[config.mk]
export PLATFORM = sky130hd
export DESIGN_NAME = apb_reg_slave
export DESIGN_NICKNAME = d
export VERILOG_FILES = /design/src/rtl/apb_reg_slave.sv
export SDC_FILE = /design/constraint.sdc
export NUM_CORES = 1
export LEC_CHECK = 0
export CORE_MARGIN = 1
export CORE_UTILIZATION = 26
export DETAILED_ROUTE_END_ITERATION = 12
export SETUP_SLACK_MARGIN = 0.1
export SKIP_LAST_GASP = 1
export SLEW_MARGIN = 40
export SYNTH_ARGS = -nofsm -noshare
export SYNTH_HDL_FRONTEND = slang
export SYNTH_SLANG_ARGS = --single-unit
[constraint.sdc]
create_clock -name clk -period 4.5 [get_ports clk]
set_clock_uncertainty 0.05 [all_clocks]
set_input_delay 0.9 -clock clk [delete_from_list [all_inputs] [get_ports clk]]
set_output_delay 0.9 -clock clk [all_outputs]
set_load 0.1 [all_outputs]
[src/rtl/apb_reg_slave.sv]
// APB register-slave front end: decodes an APB transfer into a single registered
// one-cycle read or write strobe for a bank of word registers.
module apb_reg_slave #(
  parameter int                 ADDR_W   = 8,
  parameter int                 DATA_W   = 32,
  parameter int                 REG_CNT  = 8,
  parameter logic [REG_CNT-1:0] REG_MASK = '1
) (
  input  logic                      clk,
  input  logic                      rst_n,
  input  logic                      psel,
  input  logic                      penable,
  input  logic                      pwrite,
  input  logic [ADDR_W-1:0]         paddr,
  input  logic [DATA_W-1:0]         pwdata,
  output logic [DATA_W-1:0]         prdata,
  output logic                      pready,
  output logic                      pslverr,
  output logic [REG_CNT-1:0]        reg_rd,
  output logic [REG_CNT-1:0]        reg_wr,
  output logic [DATA_W-1:0]         reg_wr_data,
  input  logic [REG_CNT*DATA_W-1:0] reg_rd_data
);
  localparam int IDX_W = ADDR_W - 2;

  localparam logic [1:0] IDLE   = 2'd0;
  localparam logic [1:0] SETUP  = 2'd1;
  localparam logic [1:0] STROBE = 2'd2;
  localparam logic [1:0] RESP   = 2'd3;

  logic [1:0]        state;
  logic [ADDR_W-1:0] a_addr;
  logic              a_write;
  logic [DATA_W-1:0] a_wdata;

  logic [IDX_W-1:0]   a_idx;
  logic [REG_CNT-1:0] sel_oh;
  logic [DATA_W-1:0]  rd_sel;
  logic               mapped;

  assign a_idx = a_addr[ADDR_W-1:2];

  // Decode by loop so out-of-range indices never address reg_rd_data or REG_MASK.
  always_comb begin
    sel_oh = '0;
    rd_sel = '0;
    for (int i = 0; i < REG_CNT; i++) begin
      if (a_idx == IDX_W'(i) && REG_MASK[i]) begin
        sel_oh[i] = 1'b1;
        rd_sel    = reg_rd_data[i*DATA_W +: DATA_W];
      end
    end
    mapped = (a_addr[1:0] == 2'b00) && (|sel_oh);
  end

  always_ff @(posedge clk or negedge rst_n) begin
    if (!rst_n) begin
      state       <= IDLE;
      a_addr      <= '0;
      a_write     <= 1'b0;
      a_wdata     <= '0;
      prdata      <= '0;
      pready      <= 1'b0;
      pslverr     <= 1'b0;
      reg_rd      <= '0;
      reg_wr      <= '0;
      reg_wr_data <= '0;
    end else begin
      reg_rd  <= '0;
      reg_wr  <= '0;
      pready  <= 1'b0;
      pslverr <= 1'b0;
      prdata  <= '0;
      case (state)
        IDLE: begin
          if (psel && !penable) begin
            state   <= SETUP;
            a_addr  <= paddr;
            a_write <= pwrite;
            a_wdata <= pwdata;
          end
        end
        SETUP: begin
          if (!psel) begin
            state <= IDLE;
          end else if (penable) begin
            state <= STROBE;
            if (mapped) begin
              if (a_write) begin
                reg_wr      <= sel_oh;
                reg_wr_data <= a_wdata;
              end else begin
                reg_rd <= sel_oh;
              end
            end
          end
        end
        STROBE: begin
          // Sampled on the edge the read strobe is high: read-to-clear returns the old value.
          state   <= RESP;
          pready  <= 1'b1;
          pslverr <= !mapped;
          if (mapped && !a_write) prdata <= rd_sel;
        end
        RESP:    state <= IDLE;
        default: state <= IDLE;
      endcase
    end
  end

endmodule

---- After elaboration in Yosys (flattened, before gate mapping) ----
Cells that the tools add are included.
storage, ports and cells
  register bits after elaboration ......... 125
  bits in latches ......................... 0
  bits in writable memories ............... 0
  memory bits (read-only) ................. 0
  input port bits ......................... 301
  output and inout port bits .............. 82
  logic and storage cells ................. 69
  memories kept ........................... 0
cells by class
  add/sub/neg operators ................... 0
  multiply operators ...................... 0
  divide/modulo/power cells ............... 0
  magnitude comparators ................... 0
  equality and inequality tests ........... 12
  shift-type cells ........................ 0
  mux-type cells .......................... 34
  bitwise gates (word level) .............. 0
  reduce and logical (&&, ||, !) cells .... 13
operators with widths
  kind                count
  $mux 32             10
  $mux 8              10
  $eq 6x3->1 const B  4
  $eq 6x2->1 const B  2
  $mux 1              10
  $pmux 2 s4          1
  $reduce_or 8->1     1
  $eq 6x1->1 const B  1
  $logic_not 6->1     1
  $mux 2              3
  $reduce_and 5->1    1
  $eq 2x2->1 const B  2
  $logic_not 2->1     2
  $reduce_and 2->1    2
  $logic_and 1x1->1   3
  $logic_not 1->1     3
  $ne 3x3->1 const B  1
  $eq 2x1->1 const B  1
  $ne 2x2->1 const B  1

---- Depth between registers and ports, before layout ----
Gate-level depths: netlist (run 1).
  depth in word-level cells ............... 11
  depth in mapped cells ................... 6
  depth with buffers taken out ............ 4

---- Worst setup path before layout (run 1) ----
No wires, ideal clock.
  path kind ............................... input port to flip-flop
  start ................................... input penable
  end ..................................... register a_wdata[15]
  data arrival time ....................... 2.042 ns
  required time ........................... 4.325 ns
  slack ................................... 2.284 ns
  cell stages on the path ................. 4
  buffers on the path ..................... 1
  cells stage by stage .................... or3b_2 nor2_2 buf_4 mux2_2
between the ends
  cells in the longest elaborated chain, start to end .. 3
RTL lines
  element                     line  RTL
  start, declared             12    input logic penable,
  $logic_not 1->1             76    if (psel && !penable) begin
  $logic_and 1x1->1           76
  $reduce_and 2->1 (no line)  n/a
  end signal, assigned        80    a_wdata <= pwdata;
  end, declared               34    logic [DATA_W-1:0] a_wdata;
No other way between the ends.
A chain may end at the register's enable or synchronous reset.

---- Worst setup path after layout (run 1) ----
  start ................................... input psel
  end ..................................... register a_wdata[22]
between the ends
  cells in the longest elaborated chain, start to end .. 2
RTL lines
  element                     line  RTL
  start, declared             11    input logic psel,
  $logic_and 1x1->1           76
  $reduce_and 2->1 (no line)  n/a
No other way between the ends.

==> metrics.md, run 1 <==
| Metric | Value |
|---|---|
| Outcome | complete, no violations |
| Setup violators final | 0 |
| Relative slew margins | 48.1% |
| Slew Limit Fails | 0 |
| Pre-CTS setup slack | between 1 and 1.5 ns |
| Clk Latency, worst-skew pair | 0.41 ns |
| Top-area cell type share of the netlist area | about half |
| Worst setup EP type | register |
| Clock-pin slew of the registers on the worst-case setup and hold paths | about 0.060 ns |
| Yosys warns | 0 |
| Via count | between 5000 and 6000 |
| Netlist cell types | 36 |
| Fin worst setup slack | around 1.9 ns |
| Syn Nets | about 770 |
| Starting Density | between 20% and 30% |
| # rows | 57 |
| Required @ worst endpoint | approximately 4.8 ns |
| P_leak | between 4 and 5 nW |
| Via count of the first global-routing pass | approximately 6000 |
| DR pass1 iterations | 4 |
| Layout cells sized above 1 | around 29% |
| Die W | 159 um |
| TritonCTS clock tree | built |
| Worst EP arrival | about 2.9 ns |
| VDD IR max | roughly 0.29 mV |
| Async SR Flop Fraction | 100% |
| Post-Syn Instances | 473 |
| Post-synthesis sequential area ratio | just under 50% |
| Capture point of the worst path | a_wdata[22] |
| Worst Path Max Fanout | 41 |
| Core area | 24200 um2 |
| Measured slew at the worst slew-check pin | 0.778 ns |
| Port buffer count | 382 |
| Post-DP Area | a little over 10000 um2 |
| First-pass GRT wire length | approximately 37 mm |
| Seq cells post-synth | ~130 |
| GRT Util Overall | about a fifth |
| Grt ovf | 0 |
| Routed length per instance | 20.0 um |
| Met2 Usage GRT | about a third |
| PostCTS Resize Cnt | 0 |
| Placed cells | 1144 |
| Synth Area per Inst | approximately 14 um2 |
| Fin nets | 1141 |
| R2R cell count | 4 |
| Final min period | 2.61 ns |
| Antenna violations before repair | 5 |
| # DRC | 0 |
| Number of flops mapped to enable cells by yosys | 0 |
| Die area | approximately 25000 um2 |
| H-tree levels | 4 |
| Synth top area cells | dfrtp_1, mux4_2, mux2_2 |
| Setup crit start | psel |
| Flop2flop setup slack | 2.04 ns |
| Antenna viol nets, final | 0 |
| Clock Path Buffers | 2 |
| Max-cap viol count | 0 |
| Top_reg_cell synth | dfrtp_1 |
| P&R area growth vs syn | 66.7% |
| Vias per cell | 4.78 |
| Area leader, netlist | dfrtp_1 |
| Setup crit start kind | primary input |
| Ports | ~380 |
| HP Class | primary input to async pin |
| Drt total wl | 23.7 mm |
| Design area | around 11000 um2 |
| RSZ-0062 raised after global routing | false |
| M1 GR Usage | between 20% and 30% |
| Setup TNS Final | 0 ns |
| Period utilization | approximately three fifths |
| Final non-filler cell total | about 1200 |
| Post-cts hold buffer count | 0 |
| Post-DP HPWL | between 15 and 20 mm |
| Inserted Clock Buffers | 17 |
| Busiest grt layer | met2 |
| Largest net degree at the start of global routing | between 100 and 150 |
| Critical R2R Capture | prdata[12] |
| Chip Height | around 160 um |
| DRT iter0 DRCs | ~270 |
| Hold Violations, Final | 0 |
| Fmax | approximately 380 MHz |
| M3 GR Usage | 6.19% |
| Pwr/cell area | approximately 500 nW/um2 |
| Worst r2r src | a_addr[2] |
| Post-Syn Area | between 6000 and 7000 um2 |
| CP Class | primary input to register |
| Filler cells | between 2000 and 2500 |
| Post CTS Setup Buffer Count | 0 |
| CTS root buf | clkbuf_16 |
| Sink Count | ~130 |
| GPL Wtd Cong | 0.804 |
power by group:
group	total, mW	switching (mW)	internal (mW)
combinational	2.22	1.27	0.953
clock	1.29	0.572	0.721
sequential	1.69	0.298	1.40
worst min-delay path by stage:
stage,startpoint,endpoint,slack [ns],cells past startpoint
after floorplan,a_wdata[10],reg_wr_data[10],0.40,1
after global placement,a_wdata[12],reg_wr_data[12],0.41,1
after detailed placement,a_wdata[13],reg_wr_data[13],0.41,1
after CTS,a_wdata[9],reg_wr_data[9],0.43,1
after global routing,rst_n,reg_wr_data[4],0.34,1
final,rst_n,a_wdata[4],0.32,1
cell usage after synthesis, types with 2 or more instances:
cell / count
dfrtp_1: 125
mux2_2: 63
mux2_1: 41
nand2_1: 33
mux4_2: 32
nor3_1: 31
a211oi_1: 30
o221ai_1: 30
buf_2: 21
clkbuf_1: 11
nor3_2: 11
buf_4: 8
buf_6: 4
nand2b_1: 4
nor2_1: 4
nor4_1: 3
nand4b_1: 2
nor4_2: 2
registers in the layout, indices dropped and copies added (netlist names), 8 cells and up, named ones only:
signal / count
reg_wr_data: 32
prdata: 32
reg_rd: 8
a_addr: 8
a_wdata: 32
reg_wr: 8
cell type report:
| type | instances | area (um2) | share of cell area, % |
|---|---|---|---|
| Clock buffer | 17 | 425 | 3.99 |
| Sequential cell | 125 | 3140 | 29.4 |
| Tap cell | 324 | 405 | 3.80 |
| Multi-Input combinational cell | 302 | 3040 | 28.5 |
| Inverter | 1 | 3.75 | 0.0352 |
| Antenna cell | 4 | 10.0 | 0.0939 |
| Clock inverter | 15 | 126 | 1.19 |
| Timing Repair Buffer | 393 | 3520 | 33.0 |
stage by stage:
stage	power, mW	hold WS (ns)	utilization (%)
final	5.21	0.321	44.0
after CTS	5.29	0.425	43.8
after detailed placement	3.97	0.413	41.5
after floorplan	3.30	0.400	-
after global routing	5.49	0.342	44.0
after global placement	4.01	0.410	43.2
logic make-up (layout without fill, tap and decap cells):
logic type,Yosys count,in the layout,synth area share (%)
muxes,137,137,29.7
DFF,125,125,48.9
and+or+nand+nor,99,99,8.98
other,0,4,0
AOI/OAI and AO/OA,66,66,8.35
buffers and inverters,46,426,4.05
worst max-delay path: stages:
cell and delay [ns]:
clkdlybuf4s50_1 0.47, or3b_2 0.49, nor2_4 0.09, buf_4 0.47, mux2_2 0.40
placed cells by master (no fill, tap or decap), types with 17 or more instances in the layout:
| cell type | count |
|---|---|
| a211oi_1 | 30 |
| mux4_2 | 32 |
| dfrtp_1 | 123 |
| nand2_1 | 32 |
| mux2_2 | 63 |
| clkbuf_16 | 17 |
| buf_2 | 82 |
| o221ai_1 | 30 |
| clkdlybuf4s50_1 | 299 |
| nor3_1 | 31 |
| mux2_1 | 41 |
layer usage:
metal / share of wire (%) / wire [um]
met1: 41 / 9780
met2: 50 / 11800
met3: 7.4 / 1760
met4: 1.5 / 353
met5: 0.046 / 11
No activity file was read; power rests on OpenSTA's default activity.
==> run 2, diff against run 1 <==
==> constraint.sdc (replaced) <==
create_clock -name clk -period 2.7 [get_ports clk]
set_clock_uncertainty 0.05 [all_clocks]
set_input_delay 0.54 -clock clk [delete_from_list [all_inputs] [get_ports clk]]
set_output_delay 0.54 -clock clk [all_outputs]
set_load 0.1 [all_outputs]
==> run 2 against run 1 <==
Compared with the run above: combinational power increased by 82%; register-to-register slack got worse by 1.6 ns; critical path depth decreased by 1; power increased by 70%; non-clock buffer count increased by 11; clock power increased by 61%.
==> metrics.md, run 2 (synthesized netlist as in run 1, its figures left out) <==
| Metric | Value |
|---|---|
| Power Total | 8.84 mW |
| # DRC | 0 |
| Via count of the first global-routing pass | 6267 |
| Post-cts hold buffer count | 0 |
| Post-DP HPWL | 18.2 mm |
| Die W | approximately 160 um |
| First-pass GRT wire length | ~37 mm |
| Worst r2r src | a_addr[7] |
| Via count | 5676 |
| M1 WL | slightly below 10 mm |
| Slew Limit Fails | 0 |
| Clock-pin slew of the registers on the worst-case setup and hold paths | 0.06 ns |
| Final min period | 2.27 ns |
| Pre-CTS setup slack | between 0.1 and 0.15 ns |
| PostCTS Resize Cnt | 0 |
| Drt total wl | between 20 and 25 mm |
| VDD IR max | between 0.4 and 0.5 mV |
| Vias per cell | 4.77 |
| CP Class | register to register |
| Clk Latency, worst-skew pair | ~0.41 ns |
| Core area | ~24000 um2 |
| P_leak | roughly 4.5 nW |
| Setup TNS Final | 0 ns |
| Fin nets | ~1200 |
| Port buffer count | approximately 380 |
| Period utilization | between 80% and 90% |
| Setup violators final | 0 |
| Outcome | complete, no violations |
| Seq pwr share | ~30% |
| Antenna violations before repair | 3 |
| Sink Count | about 130 |
| Max-cap viol count | 0 |
| Fin worst setup slack | 0.431 ns |
| Routed wl met3 | about 2 mm |
| Int Pwr | 5.31 mW |
| GRT Util Overall | around a fifth |
| Post CTS Setup Buffer Count | 0 |
| Sw power | roughly 3.5 mW |
| P&R area growth vs syn | 71.3% |
| Highest routed layer | met5 |
| Setup crit start | a_addr[7] |
| Clock power frac | between 20% and 30% |
| Logic pwr share | a little under half |
| Setup crit start kind | register |
| Largest net degree at the start of global routing | 59 |
| Fmax | 441 MHz |
| Chip Height | around 160 um |
| Most common cell after layout, fill and taps aside | clkdlybuf4s50_1 |
| GPL Wtd Cong | between 0.7 and 0.8 |
| DRT iter0 DRCs | 176 |
| TritonCTS clock tree | built |
| Measured slew at the worst slew-check pin | 0.751 ns |
| DR pass1 iterations | 4 |
| Pwr/cell area | between 800 and 900 nW/um2 |
| Routed length per instance | 20.0 um |
| H-tree levels | 4 |
| HP Class | primary input to async pin |
| Layout cells sized above 1 | between 20 and 30% |
| # rows | 57 |
| Flop2flop setup slack | around 0.43 ns |
| CP peak stage delay | roughly 1 ns |
| Relative slew margins | 49.8% |
| Antenna viol nets, final | 0 |
| CTS root buf | clkbuf_16 |
| Die area | ~25000 um2 |
| Grt ovf | 0 |
| Biggest regs | a_wdata x32, prdata x32, reg_wr_data x32 |
| Met2 WL post-DR | between 10 and 15 mm |
| Starting Density | between 20% and 30% |
| Sw Ratio | between 30 and 40% |
| Worst setup EP type | register |
| Max stage delay cell, worst path | or4b_2 |
| RSZ-0062 raised after global routing | false |
| Inserted Clock Buffers | 17 |
| Required @ worst endpoint | between 2 and 3 ns |
| Clock Path Buffers | 2 |
| Hold Violations, Final | 0 |
| Fin Hold WS | 0.0506 ns |
| Most frequent cells in the layout | clkdlybuf4s50_1, dfrtp_1, buf_4 |
| Critical Path, Cell by Cell | or4b_2 -> buf_12 -> nor3_1 -> a2111oi_0 |
| Ports | 383 |
| Worst EP arrival | 2.48 ns |
| Worst Path Max Fanout | 20 |
==> run 2: changes by cell type in the layout (fill, tap and decap cells not counted), sizes merged <==
cell / previous run / this run
buf: 94 / 105
clkbuf: 17 / 19
diode: 4 / 2
inv: 8 / 3
clkinv: 6 / 9
==> run 2: per-stage QoR <==
step | std cells | util [%] | area, um2
after floorplan | 473 | - | 6400
after global placement | 1156 | 43.0 | 10400
after detailed placement | 1156 | 43.0 | 10400
after CTS | 1188 | 45.2 | 11000
after global routing | 1189 | 45.2 | 11000
final | 1190 | 45.2 | 11000
==> run 2: critical path: cells and delay by family (launching register included) <==
family	cells	cell delay, ns
flip-flops	1	0.46
AO/OA/AOI/OAI	1	0.10
buffers and inverters	1	0.28
AND/OR/NAND/NOR	2	1.21
==> run 2: final timing paths <==
kind | to | cells past startpoint
hold reg to reg | reg_wr_data[11] | 1
hold / removal | reg_wr_data[3] | 1
min in group clk | reg_wr_data[11] | 1
setup / recovery | prdata[30] | 4
setup reg to reg | prdata[30] | 4
max in group asynchronous | reg_wr_data[24] | 2
==> run 2: power by group through the flow <==
| stage | combinational, mW | sequential (mW) | clock, mW |
|---|---|---|---|
| 2_1_floorplan | 2.08 | 3.41 | 0 |
| 3_3_place_gp | 4.05 | 2.78 | 0 |
| 3_5_place_dp | 4.08 | 2.78 | 0 |
| 4_1_cts | 4.09 | 2.75 | 2.15 |
| 5_1_grt | 4.28 | 2.82 | 2.24 |
| 6_report | 4.03 | 2.73 | 2.08 |
==> run 2: cell type report <==
| cell class | instances | area [um2] |
|---|---|---|
| clock inverters | 13 | 92.6 |
| well taps | 324 | 405 |
| multi-input cells | 302 | 3030 |
| flip-flops and latches | 125 | 3140 |
| diodes | 2 | 5.00 |
| clock buffers | 19 | 443 |
| fillers | 2307 | 13300 |
| inverters | 1 | 3.75 |
| repair buffers | 404 | 3850 |
==> run 2: metal layers <==
| metal | vias to the layer above | GRT usage (%) |
|---|---|---|
| li1 | 2596 | - |
| met1 | 2787 | 23.3 |
| met2 | 258 | 31.6 |
| met3 | 33 | 6.79 |
| met4 | 2 | 6.56 |
| met5 | - | 0 |
